$ cat src/rtl/hex7_seg_pkg.sv
// Shared seven-segment glyph constants, in {a,b,c,d,e,f,g} bit order (a = MSB).
// These patterns are active-high: a 1 lights the segment.
package hex7_seg_pkg;

   localparam logic [6:0] SEG_0     = 7'b1111110;
   localparam logic [6:0] SEG_1     = 7'b0110000;
   localparam logic [6:0] SEG_2     = 7'b1101101;
   localparam logic [6:0] SEG_3     = 7'b1111001;
   localparam logic [6:0] SEG_4     = 7'b0110011;
   localparam logic [6:0] SEG_5     = 7'b1011011;
   localparam logic [6:0] SEG_6     = 7'b1011111;
   localparam logic [6:0] SEG_7     = 7'b1110000;
   localparam logic [6:0] SEG_8     = 7'b1111111;
   localparam logic [6:0] SEG_9     = 7'b1111011;
   localparam logic [6:0] SEG_A     = 7'b1110111;
   // Lowercase b and d keep these glyphs distinct from 8 and 0.
   localparam logic [6:0] SEG_B     = 7'b0011111;
   localparam logic [6:0] SEG_C     = 7'b1001110;
   localparam logic [6:0] SEG_D     = 7'b0111101;
   localparam logic [6:0] SEG_E     = 7'b1001111;
   localparam logic [6:0] SEG_F     = 7'b1000111;
   localparam logic [6:0] SEG_BLANK = 7'b0000000;

   function automatic logic is_hex_letter(input logic [3:0] nibble);
      return nibble >= 4'd10;
   endfunction

endpackage

$ cat src/rtl/hex7_seg_lut.sv
// Combinational nibble-to-glyph lookup; produces an active-high pattern
// and a flag marking the letter digits A..F.
module hex7_seg_lut
   import hex7_seg_pkg::*;
(
   input  logic [3:0] nibble,
   output logic [6:0] seg_pat,
   output logic       is_letter
);

   always_comb begin
      seg_pat   = SEG_BLANK;
      is_letter = is_hex_letter(nibble);
      case (nibble)
         4'h0:    seg_pat = SEG_0;
         4'h1:    seg_pat = SEG_1;
         4'h2:    seg_pat = SEG_2;
         4'h3:    seg_pat = SEG_3;
         4'h4:    seg_pat = SEG_4;
         4'h5:    seg_pat = SEG_5;
         4'h6:    seg_pat = SEG_6;
         4'h7:    seg_pat = SEG_7;
         4'h8:    seg_pat = SEG_8;
         4'h9:    seg_pat = SEG_9;
         4'hA:    seg_pat = SEG_A;
         4'hB:    seg_pat = SEG_B;
         4'hC:    seg_pat = SEG_C;
         4'hD:    seg_pat = SEG_D;
         4'hE:    seg_pat = SEG_E;
         4'hF:    seg_pat = SEG_F;
         // Unknown inputs blank the digit rather than propagate X.
         default: seg_pat = SEG_BLANK;
      endcase
   end

endmodule

$ cat src/rtl/hex7_seg_disp_decoder.sv
// Registered hex-to-seven-segment decoder with selectable output polarity
// and optional decimal-point marking of hex letter digits.
module hex7_seg_disp_decoder
   import hex7_seg_pkg::*;
#(
   parameter bit ACTIVE_LOW    = 1'b0,
   parameter bit DOT_MARKS_HEX = 1'b1
) (
   input  logic       clk,
   input  logic       rst_n,
   input  logic [3:0] in,
   output logic       a,
   output logic       b,
   output logic       c,
   output logic       d,
   output logic       e,
   output logic       f,
   output logic       g,
   output logic       dot
);

   localparam logic [6:0] SEG_UNLIT = ACTIVE_LOW ? ~SEG_BLANK : SEG_BLANK;
   localparam logic       DOT_UNLIT = ACTIVE_LOW;

   logic [6:0] seg_pat;
   logic       is_letter;
   logic [6:0] seg_d, seg_q;
   logic       dot_d, dot_q;

   hex7_seg_lut u_lut (
      .nibble    (in),
      .seg_pat   (seg_pat),
      .is_letter (is_letter)
   );

   always_comb begin
      seg_d = ACTIVE_LOW ? ~seg_pat : seg_pat;
      dot_d = (DOT_MARKS_HEX & is_letter) ^ ACTIVE_LOW;
   end

   always_ff @(posedge clk or negedge rst_n) begin
      if (!rst_n) begin
         seg_q <= SEG_UNLIT;
         dot_q <= DOT_UNLIT;
      end else begin
         seg_q <= seg_d;
         dot_q <= dot_d;
      end
   end

   assign {a, b, c, d, e, f, g} = seg_q;
   assign dot                   = dot_q;

endmodule

$ cat config.mk
export PLATFORM = sky130hd
export DESIGN_NAME = hex7_seg_disp_decoder
export DESIGN_NICKNAME = d
export VERILOG_FILES = /design/src/rtl/hex7_seg_pkg.sv /design/src/rtl/hex7_seg_lut.sv /design/src/rtl/hex7_seg_disp_decoder.sv
export SDC_FILE = /design/constraint.sdc
export NUM_CORES = 1
export LEC_CHECK = 0
export BUFFER_PORTS_ARGS = -buffer_cell sky130_fd_sc_hd__buf_2
export CORE_AREA = 2 2 39 41
export CTS_BUF_LIST = sky130_fd_sc_hd__clkbuf_16
export CTS_CLUSTER_DIAMETER = 30
export DETAILED_ROUTE_END_ITERATION = 16
export DIE_AREA = 0 0 41 43
export PLACE_DENSITY_LB_ADDON = 0.2
export SETUP_SLACK_MARGIN = 0.4
export SYNTH_ARGS = -nofsm -noshare
export SYNTH_HDL_FRONTEND = slang
export SYNTH_HIERARCHICAL = 1
export SYNTH_SLANG_ARGS = --single-unit
$ cat constraint.sdc
create_clock -name clk -period 0.8 [get_ports clk]
set_input_delay 0.2 -clock clk [delete_from_list [all_inputs] [get_ports clk]]
set_output_delay 0.2 -clock clk [all_outputs]
set_load 0.01 [all_outputs]
# ---- Word level (Yosys, flattened, before mapping)
# Memories as Yosys holds them, arrays and structs flattened. A register that Yosys moved wholly into a read port is not among the register bits.
# Index checks and enable logic that the tools add are counted.
dict set report totals {
  reg_bits 1
  romBits 112
  mem_count 1
}
# name depth width read_ports rd_ports_with_merged_regs wr line_no
set mem_list {}
lappend mem_list {{(name not given)} 16 7 1 1 0 hex7_seg_lut.sv:14} ;# case (nibble)
dict set report classes {
  magnitude_cmp 1
  n_reduce_logical 1
}
# op count
set op_table {}
lappend op_table {{$ge A4 B4 Y1 const B} 1}
lappend op_table {{$logic_not A1 Y1} 1}

# ---- Longest topological paths before layout
# Gate-level depths: netlist of run 1.
dict set report logic_depth {
  ltp_word 1
  ltp_mapped 4
  depth_no_buf 4
}

# ---- Hierarchy
# Netlist of run 1, hierarchy kept.
# mod instances cells_each area_per_inst_um2
set by_module_without_submodules {}
lappend by_module_without_submodules {hex7_seg_lut 1 34 294.0}
lappend by_module_without_submodules {hex7_seg_disp_decoder 1 8 200.2}

# ---- Worst setup path before layout of run 1
# Ideal clock, no wire load.
dict set report synth_path {
  kind {input port to flip-flop}
  startpoint {input in[0]}
  endpoint {register seg_q[3]}
  t_arrival_ns 1.018
  required_time_ns 0.660
  slack_ns -0.358
  cell_stages 3
  cell_sequence {inv_1 > ha_1 > mux4_1}
}
# item line_no
set synth_lines {}
lappend synth_lines {{from (decl)} hex7_seg_disp_decoder.sv:11} ;# input logic [3:0] in,
lappend synth_lines {{to (decl)} hex7_seg_disp_decoder.sv:27} ;# logic [6:0] seg_d, seg_q;

==> results.yml, run 1 <==
worst_hold_path:
  holdCritPathClass: "primary input to async pin"
drt:
  drt_wl_total_mm: 1.21
  vias: 410
  drt_iter0_markers: 1
  final_antenna_net_count: 0
  wl_per_cell_um: 14.0
  vias_per_cell: 4.77
  dr.pass1.iters: 4
  drc_errors: 0
finish:
  antenna_cells: 0
  area_growth_pct: 91.6
  fillCellCount: 100
  ff_latch_area_um2: 200
  finalInstanceArea_um2: 947
  fin_util: 0.684
  multi_input_area_um2: 363
  stdcell_count: 86
  drive_gt1_frac: 0.686
  layout.nets: 85
logic_synthesis:
  syn_nets: 55
  synth_adder_area_share: 0.177
  seq_area_frac_synth: 0.405
  synth_top_family_by_area: "adder cells"
  synth_edf_count: 0
  synth_top_cell_by_area: "dfrtp_1"
  yosysWarnings: 6
  syn_avg_cell_area_um2: 11.8
  syn-instance-count: 42
  yosysUniqueCellTypes: 18
  synth_area_um2: 494
  synthTopCellsByCount: "dfrtp_1, ha_1, inv_1"
  synthFlopType: "dfrtp_1"
  synth_seq_cells: 8
  synth-xor-area-share: 0
  synthMuxAreaShare: 0.162
  synth_most_common_cell: "dfrtp_1"
  synthSimpleGateAreaFrac: 0.0835
  synthTopCellsByArea: "dfrtp_1, ha_1, mux2_2, mux4_1, mux2i_1"
  synth_top_area_frac: 0.405
  async_flop_share: 1.00
  synth_compound_area_frac: 0.104
grt:
  grt_start_max_net_pins: 13
  grt-ovfl-total: 0
  grt_pass1_wl_mm: 1.86
  antenna_found_initial: 0
  grt_pass1_vias: 419
  grtUsageTotal: 0.167
die:
  floorplan.rows: 14
  die_y_um: 43
  start_util: 0.357
  core_um2: 1380
  die_area_um2: 1760
  io_pins: 14
  die_w_um: 41
clock_tree:
  cts.sinks: 8
  clockBufferDepth: 2
  cts_root_buf: "clkbuf_16"
  clk_pin_slew_worst_paths_ps: 40
  cts.htree.levels: 1
  cts_tree: "yes"
  cts_buffers: 3
power:
  internal_power_mw: 1.29
  switching_share: 0.227
  pwr-share-comb: 0.218
  p_total_mw: 1.67
  ir_drop_mv: 0.881
  power_frac_seq: 0.270
  p_clk_frac: 0.512
  power.leakage_nw: 0.406
  switching_power_uw: 378
  power_density_nw_per_um2: 1760
sta:
  fin_crit_sh: 1.18
  finalSetupViolCount: 15
  whs_ps: -205
  max_slew.worst_pin.slew_ps: 236
  tns_ps: -1300
  fin_crit_ps: 944
  slew_headroom: 0.842
  timing.final.ws_setup_ps: -144
  rsz0062_at_grt: "true"
  fmax_mhz: 1060
  hold_viol: 8
  drv_slew: 0
setup_path:
  cp_slowest_stage_delay_ps: 460
  critPathCaptureType: "flip-flop"
  crit_required_ps: 900
  worst_path_max_delay_cell: "mux4_2"
  worstPathMaxFanout: 4
  crit_chain: "buf_12 -> inv_12 -> ha_4 -> mux4_2"
  crit_end: "seg_q[3]"
  cp.arrival_ps: 1040
  cp_top_family: "multiplexers"
  path_depth: 4
  crit_path_start_kind: "primary input"
  critical_path_class: "primary input to flip-flop"
  critPathLaunch: "in[0]"
  worst-path-buf-inv: 2
placement:
  dp.final_hpwl_um: 736
  post-place-cells: 79
  dpl_cell_area_um2: 713
  port_buffers: 13
  gp_congestion: 0.698
run_status:
  violations: "negative hold slack, negative setup slack"
  status: "complete, but fails checks"
run:
  drv_cap: 0
[routing by layer]
metal / GRT usage / vias up / share of wire
li1: - / 201 / -
met1: 0.149 / 192 / 0.35
met2: 0.300 / 14 / 0.57
met3: 0.0314 / 3 / 0.051
met4: 0.120 / 0 / 0.025
met5: 0 / - / 0
[how the worst min path moves through the flow]
stage,end,depth (start not counted)
after detailed placement,seg_q[2],1
after global routing,seg_q[4],1
after floorplan,dot,0
after global placement,seg_q[0],1
after CTS,seg_q[5],1
final,seg_q[4],1
[state kept, by name (all words and copies together) (netlist names)]
register  cells
dot           1
seg_q         7
[cell families (layout without fill, tap and decap cells)]
| logic type | Yosys count | count (layout) |
|---|---|---|
| AO/OA/AOI/OAI | 7 | 7 |
| adder cells (fa/ha/maj) | 7 | 7 |
| buffers and inverters | 7 | 35 |
| flip-flops | 8 | 8 |
| multiplexers | 6 | 6 |
| AND/OR/NAND/NOR | 7 | 7 |
[power groups by stage]
stage	Combinational, mW	Sequential, mW	Clock [mW]
after floorplan	0.128	0.473	0
after global routing	0.394	0.454	0.882
after CTS	0.328	0.448	0.856
final	0.364	0.450	0.853
after detailed placement	0.270	0.452	0
after global placement	0.267	0.451	0
[area by class of cell]
| cell class | instances | share of cell area |
|---|---|---|
| flip-flops and latches | 8 | 0.211 |
| clock buffers | 3 | 0.0793 |
| multi-input cells | 27 | 0.383 |
| well taps | 16 | 0.0211 |
| inverters | 5 | 0.0462 |
| repair buffers | 27 | 0.259 |
[layout by cell type (no fill, tap or decap), types with 2 or more instances in the layout]
master	synthesis	layout
nor3_1	2	2
buf_2	0	8
buf_6	1	10
inv_12	0	2
mux2_4	0	2
buf_4	0	7
buf_12	0	2
ha_4	0	7
inv_1	5	2
a21oi_2	0	2
clkbuf_16	0	3
dfrtp_1	8	8
o31a_1	2	2
[timing repair]
action	4_1_cts	5_1_grt
pin swaps	7	4
hold endpoints to repair	8	8
setup buffers	2	2
gates resized for setup	22	7
setup endpoints to repair	16	16
[through the flow]
step           worst slack, ps  hold slack (ps)
2_1_floorplan             -208            -95.6
3_3_place_gp              -473             40.2
3_5_place_dp              -496             45.1
4_1_cts                   -137             -201
5_1_grt                   -155             -187
6_report                  -144             -205
(Power assumes the default switching activity.)
==> run 2, diff against run 1 <==
CAP_MARGIN = 20   (was not set)
SYNTH_HIERARCHICAL = not set   (was 1)
==> run 2 against run 1 <==
  * The flow still finishes with violations (negative hold slack, negative setup slack)
  * Clock power down 2%
  * Combinational power up 4%
  * Die area unchanged
  * Critical path depth up 1
  * Count of clock-buffer cells in the layout unchanged
==> results.yml, run 2 <==
logic_synthesis:
  seq_area_frac_synth: 0.407
  synth_seq_cells: 8
  synth_top_area_frac: 0.407
  synthTopCellsByCount: "dfrtp_1, ha_1, inv_1"
  syn-instance-count: 42
  synthFlopType: "dfrtp_1"
  synth_edf_count: 0
  synthTopCellsByArea: "dfrtp_1, ha_1, mux2_2, mux4_2, mux2i_1"
  syn_nets: 55
  yosysWarnings: 0
  yosysUniqueCellTypes: 19
  synth_area_um2: 492
  synth_top_cell_by_area: "dfrtp_1"
  async_flop_share: 1.00
  syn_avg_cell_area_um2: 11.7
  synth_most_common_cell: "dfrtp_1"
sta:
  slew_headroom: 0.873
  finalSetupViolCount: 13
  hold_viol: 8
  fin_crit_sh: 1.19
  fin_crit_ps: 949
  whs_ps: -201
  drv_slew: 0
  timing.final.ws_setup_ps: -149
  fmax_mhz: 1050
  rsz0062_at_grt: "true"
  max_slew.worst_pin.slew_ps: 191
drt:
  wl_per_cell_um: 13.2
  drt_iter0_markers: 7
  drt_wl_total_mm: 1.17
  final_antenna_net_count: 0
  dr.pass1.iters: 2
  drc_errors: 0
  vias: 427
  vias_per_cell: 4.85
setup_path:
  cp.arrival_ps: 1040
  cp_slowest_stage_delay_ps: 450
  critPathLaunch: "in[1]"
  crit_path_start_kind: "primary input"
  critical_path_class: "primary input to flip-flop"
  critPathCaptureType: "flip-flop"
  worst_path_max_delay_cell: "mux4_2"
  crit_end: "seg_q[3]"
  worstPathMaxFanout: 4
  crit_required_ps: 900
  crit_chain: "buf_12 -> inv_12 -> ha_4 -> inv_1 -> mux4_2"
grt:
  grt-ovfl-total: 0
  busiest_layer: "met2"
  grt_pass1_vias: 458
  antenna_found_initial: 0
  grtUsageMet1: 0.156
  grt_pass1_wl_mm: 1.86
  use_met2: 0.259
  grtUsageTotal: 0.157
  grt_start_max_net_pins: 10
  met3_usage: 0.0419
die:
  floorplan.rows: 14
  die_w_um: 41
  core_um2: 1380
  start_util: 0.355
  die_area_um2: 1760
  io_pins: 14
  die_y_um: 43
finish:
  largest-register: "seg_q"
  drive_gt1_frac: 0.736
  layout_common_cells: "buf_2, dfrtp_1, buf_6, buf_4, ha_4"
  layout_commonest_cell: "buf_2"
  largest_reg_flops: 7
  area_growth_pct: 98.0
  antenna_cells: 0
  layout.nets: 87
clock_tree:
  cts.sinks: 8
  clockBufferDepth: 2
  cts_tree: "yes"
  cts.htree.levels: 1
  cts_buffers: 3
  clk_pin_slew_worst_paths_ps: 30
  cts_root_buf: "clkbuf_16"
power:
  p_total_mw: 1.66
  ir_drop_mv: 0.937
  power_density_nw_per_um2: 1700
  power.leakage_nw: 0.430
run_status:
  status: "complete, but fails checks"
  violations: "negative hold slack, negative setup slack"
worst_hold_path:
  holdCritPathClass: "primary input to async pin"
placement:
  port_buffers: 13
  gp_congestion: 0.729
  dp.final_hpwl_um: 837
run:
  drv_cap: 0
==> run 2: changes by cell type in the layout (fill, tap and decap cells not counted), moves of 2 or more <==
cell,previous run,this run
a22oi_2,0,2
nor2_2,0,2
nor3_1,2,0
buf_2,8,10
buf_6,10,8
==> run 2: how the worst min path moves through the flow <==
stage          startpoint       end  depth (start not counted)
3_3_place_gp        rst_n  seg_q[5]                          1
3_5_place_dp        rst_n  seg_q[2]                          1
4_1_cts             rst_n  seg_q[2]                          1
5_1_grt             rst_n  seg_q[0]                          1
2_1_floorplan       rst_n       dot                          0
6_report            rst_n  seg_q[2]                          1
==> run 2: kinds of logic (layout without fill, tap and decap cells) <==
group	count (synthesis)	in the layout	synth area share
flip-flops	8	8	0.407
AND/OR/NAND/NOR	6	6	0.0636
multiplexers	6	6	0.155
AO/OA/AOI/OAI	7	7	0.107
adder cells (fa/ha/maj)	7	7	0.178
buffers and inverters	8	38	0.0891
==> run 2: layer usage <==
metal  share of wire  routed length (um)
met4           0.039                  46
met5               0                   0
met2            0.55                 642
met1            0.36                 418
met3           0.049                  57
==> run 2: area by class of cell <==
class                      instances  area, um^2
fill                              83         410
multi-input combinational         26         378
timing repair buffer              29         255
sequential                         8         200
clock buffer                       3        75.1
inverter                           6        45.0
tap                               16        20.0
==> run 2: per-stage QoR <==
| step | setup WS, ps | instance area, um^2 | instances | util | TNS, ps |
|---|---|---|---|---|---|
| after CTS | -133 | 922 | 85 | 0.666 | -1080 |
| after global placement | -483 | 736 | 82 | 0.532 | -3120 |
| final | -149 | 973 | 88 | 0.703 | -1120 |
| after floorplan | -201 | 576 | 42 | - | -220 |
| after detailed placement | -506 | 736 | 82 | 0.532 | -3120 |
| after global routing | -160 | 973 | 88 | 0.703 | -1410 |
==> run 2: report_power, final <==
part / leakage [nW] / switching (mW) / internal, mW
registers: 0.0862 / 0.00788 / 0.440
logic: 0.307 / 0.167 / 0.209
clock network: 0.0370 / 0.190 / 0.644
==> run 2: worst max-delay path, delay by kind of cell <==
kind	cells	cell delay, ps
mux	1	450
buf+inv	3	230
fa+ha+maj	1	150
==> run 2: what timing repair did <==
action | in CTS | in global routing
hold endpoints to repair | 8 | 8
setup buffers | 0 | 3
gates resized for setup | 25 | 7
setup endpoints to repair | 16 | 16
pin swaps | 7 | 4
==> run 3, diff against run 2 <==
PLACE_DENSITY = 0.61   (was not set)
PLACE_DENSITY_LB_ADDON = not set   (was 0.2)
==> run 3 against run 2 <==
  * The flow still finishes with violations (negative hold slack, negative setup slack)
  * Maximum frequency up 0.56%
  * Critical path type unchanged
  * Via count up 0.47%
  * Largest power group unchanged
  * Count of clock-buffer cells in the layout unchanged
  * Global-route usage up 2.9 points
  * Critical path depth down 1
  * Critical endpoint unchanged
==> results.yml, run 3 (same netlist as run 2, synthesis figures left out) <==
sta:
  slew_headroom: 0.868
  rsz0062_at_grt: "true"
  hold_viol: 8
  timing.final.ws_setup_ps: -144
  fin_crit_ps: 944
  fin_crit_sh: 1.18
  whs_ps: -197
  drv_slew: 0
  fmax_mhz: 1060
  max_slew.worst_pin.slew_ps: 198
  finalSetupViolCount: 14
setup_path:
  critical_path_class: "primary input to flip-flop"
  worst_path_max_delay_cell: "mux4_2"
  cp_slowest_stage_delay_ps: 460
  crit_chain: "buf_12 -> inv_12 -> ha_4 -> mux4_2"
  crit_required_ps: 890
  cp.arrival_ps: 1030
  worstPathMaxFanout: 4
  crit_path_start_kind: "primary input"
  critPathCaptureType: "flip-flop"
drt:
  final_antenna_net_count: 0
  drt_iter0_markers: 0
  wl_per_cell_um: 15.0
  vias_per_cell: 4.88
  dr.pass1.iters: 1
  drt_wl_total_mm: 1.32
  vias: 429
  drc_errors: 0
clock_tree:
  cts.htree.levels: 1
  cts.sinks: 8
  cts_tree: "yes"
  clockBufferDepth: 2
  cts_buffers: 3
  cts_root_buf: "clkbuf_16"
  clk_pin_slew_worst_paths_ps: 30
run_status:
  status: "complete, but fails checks"
  violations: "negative hold slack, negative setup slack"
grt:
  grt_pass1_wl_mm: 2.13
  grt-ovfl-total: 0
  grt_pass1_vias: 452
  grt_start_max_net_pins: 10
  antenna_found_initial: 0
  grtUsageTotal: 0.186
finish:
  antenna_cells: 0
  layout_common_cells: "buf_2, buf_4, dfrtp_1, buf_6, ha_4"
  largest-register: "seg_q"
  layout.nets: 87
  finalInstanceArea_um2: 988
  drive_gt1_frac: 0.764
  largest_reg_flops: 7
  area_growth_pct: 101
placement:
  port_buffers: 13
  gp_congestion: 0.775
  dpl_cell_area_um2: 728
  pre_cts_slack_ps: -500
  dp.final_hpwl_um: 824
die:
  die_y_um: 43
  die_area_um2: 1760
  core_um2: 1380
  io_pins: 14
  die_w_um: 41
  floorplan.rows: 14
  start_util: 0.355
power:
  ir_drop_mv: 0.889
  power.leakage_nw: 0.438
  power_density_nw_per_um2: 1690
worst_hold_path:
  holdCritPathClass: "primary input to async pin"
run:
  drv_cap: 0
[run 3: cell types whose count changed in the layout (fill, tap and decap cells not counted)]
cell / previous run / this run
o31ai_1: 1 / 0
buf_2: 10 / 9
nor2b_4: 1 / 2
buf_4: 8 / 9
o31ai_2: 0 / 1
nor2b_1: 1 / 0
[run 3: worst max-delay path, delay by kind of cell]
| kind | cells | cell delay [ps] |
|---|---|---|
| buffers and inverters | 2 | 180 |
| muxes | 1 | 460 |
| adders and majority gates | 1 | 190 |
[run 3: how the worst max path moves through the flow]
stage               start       end  slack (ps)  cells after the start
finish              in[1]  seg_q[3]        -140                      4
detailed placement  in[1]  seg_q[3]        -500                      4
floorplan           in[1]  seg_q[3]        -200                      3
global route        in[0]  seg_q[3]        -150                      4
global placement    in[1]  seg_q[3]        -480                      4
CTS                 in[0]  seg_q[3]        -130                      4
[run 3: final cells by class]
type	count	area, um^2
multi-input combinational	26	390
inverter	6	45.0
fill	99	395
sequential	8	200
timing repair buffer	29	258
clock buffer	3	75.1
tap	16	20.0
[run 3: per-layer routing]
layer	up-vias	global-route usage	share of wire
li1	204	-	-
met1	202	0.196	0.36
met2	17	0.303	0.54
met3	6	0.0419	0.063
met4	0	0.127	0.039
met5	-	0	0
[run 3: repair_timing]
item | CTS | global route
endpoints found under the hold margin | 8 | 8
endpoints found under the setup margin | 16 | 16
pin swaps | 8 | 8
gates resized for setup | 24 | 11
buffers inserted | 3 | 1
[run 3: report_power, final]
group,internal [mW],switching (mW),total (mW)
registers,0.440,0.00983,0.450
logic,0.220,0.178,0.397
clock network,0.642,0.176,0.818
total,1.30,0.363,1.67
[run 3: metrics by stage]
stage | total power [mW] | hold WS [ps] | setup TNS, ps | utilization | instances
final | 1.67 | -197 | -1270 | 0.714 | 88
after global placement | 0.728 | 40.4 | -3090 | 0.526 | 81
after floorplan | 0.605 | -95.6 | -220 | - | 42
after CTS | 1.63 | -189 | -1260 | 0.675 | 87
after detailed placement | 0.733 | 47.9 | -3120 | 0.526 | 81
after global routing | 1.74 | -182 | -1570 | 0.714 | 88
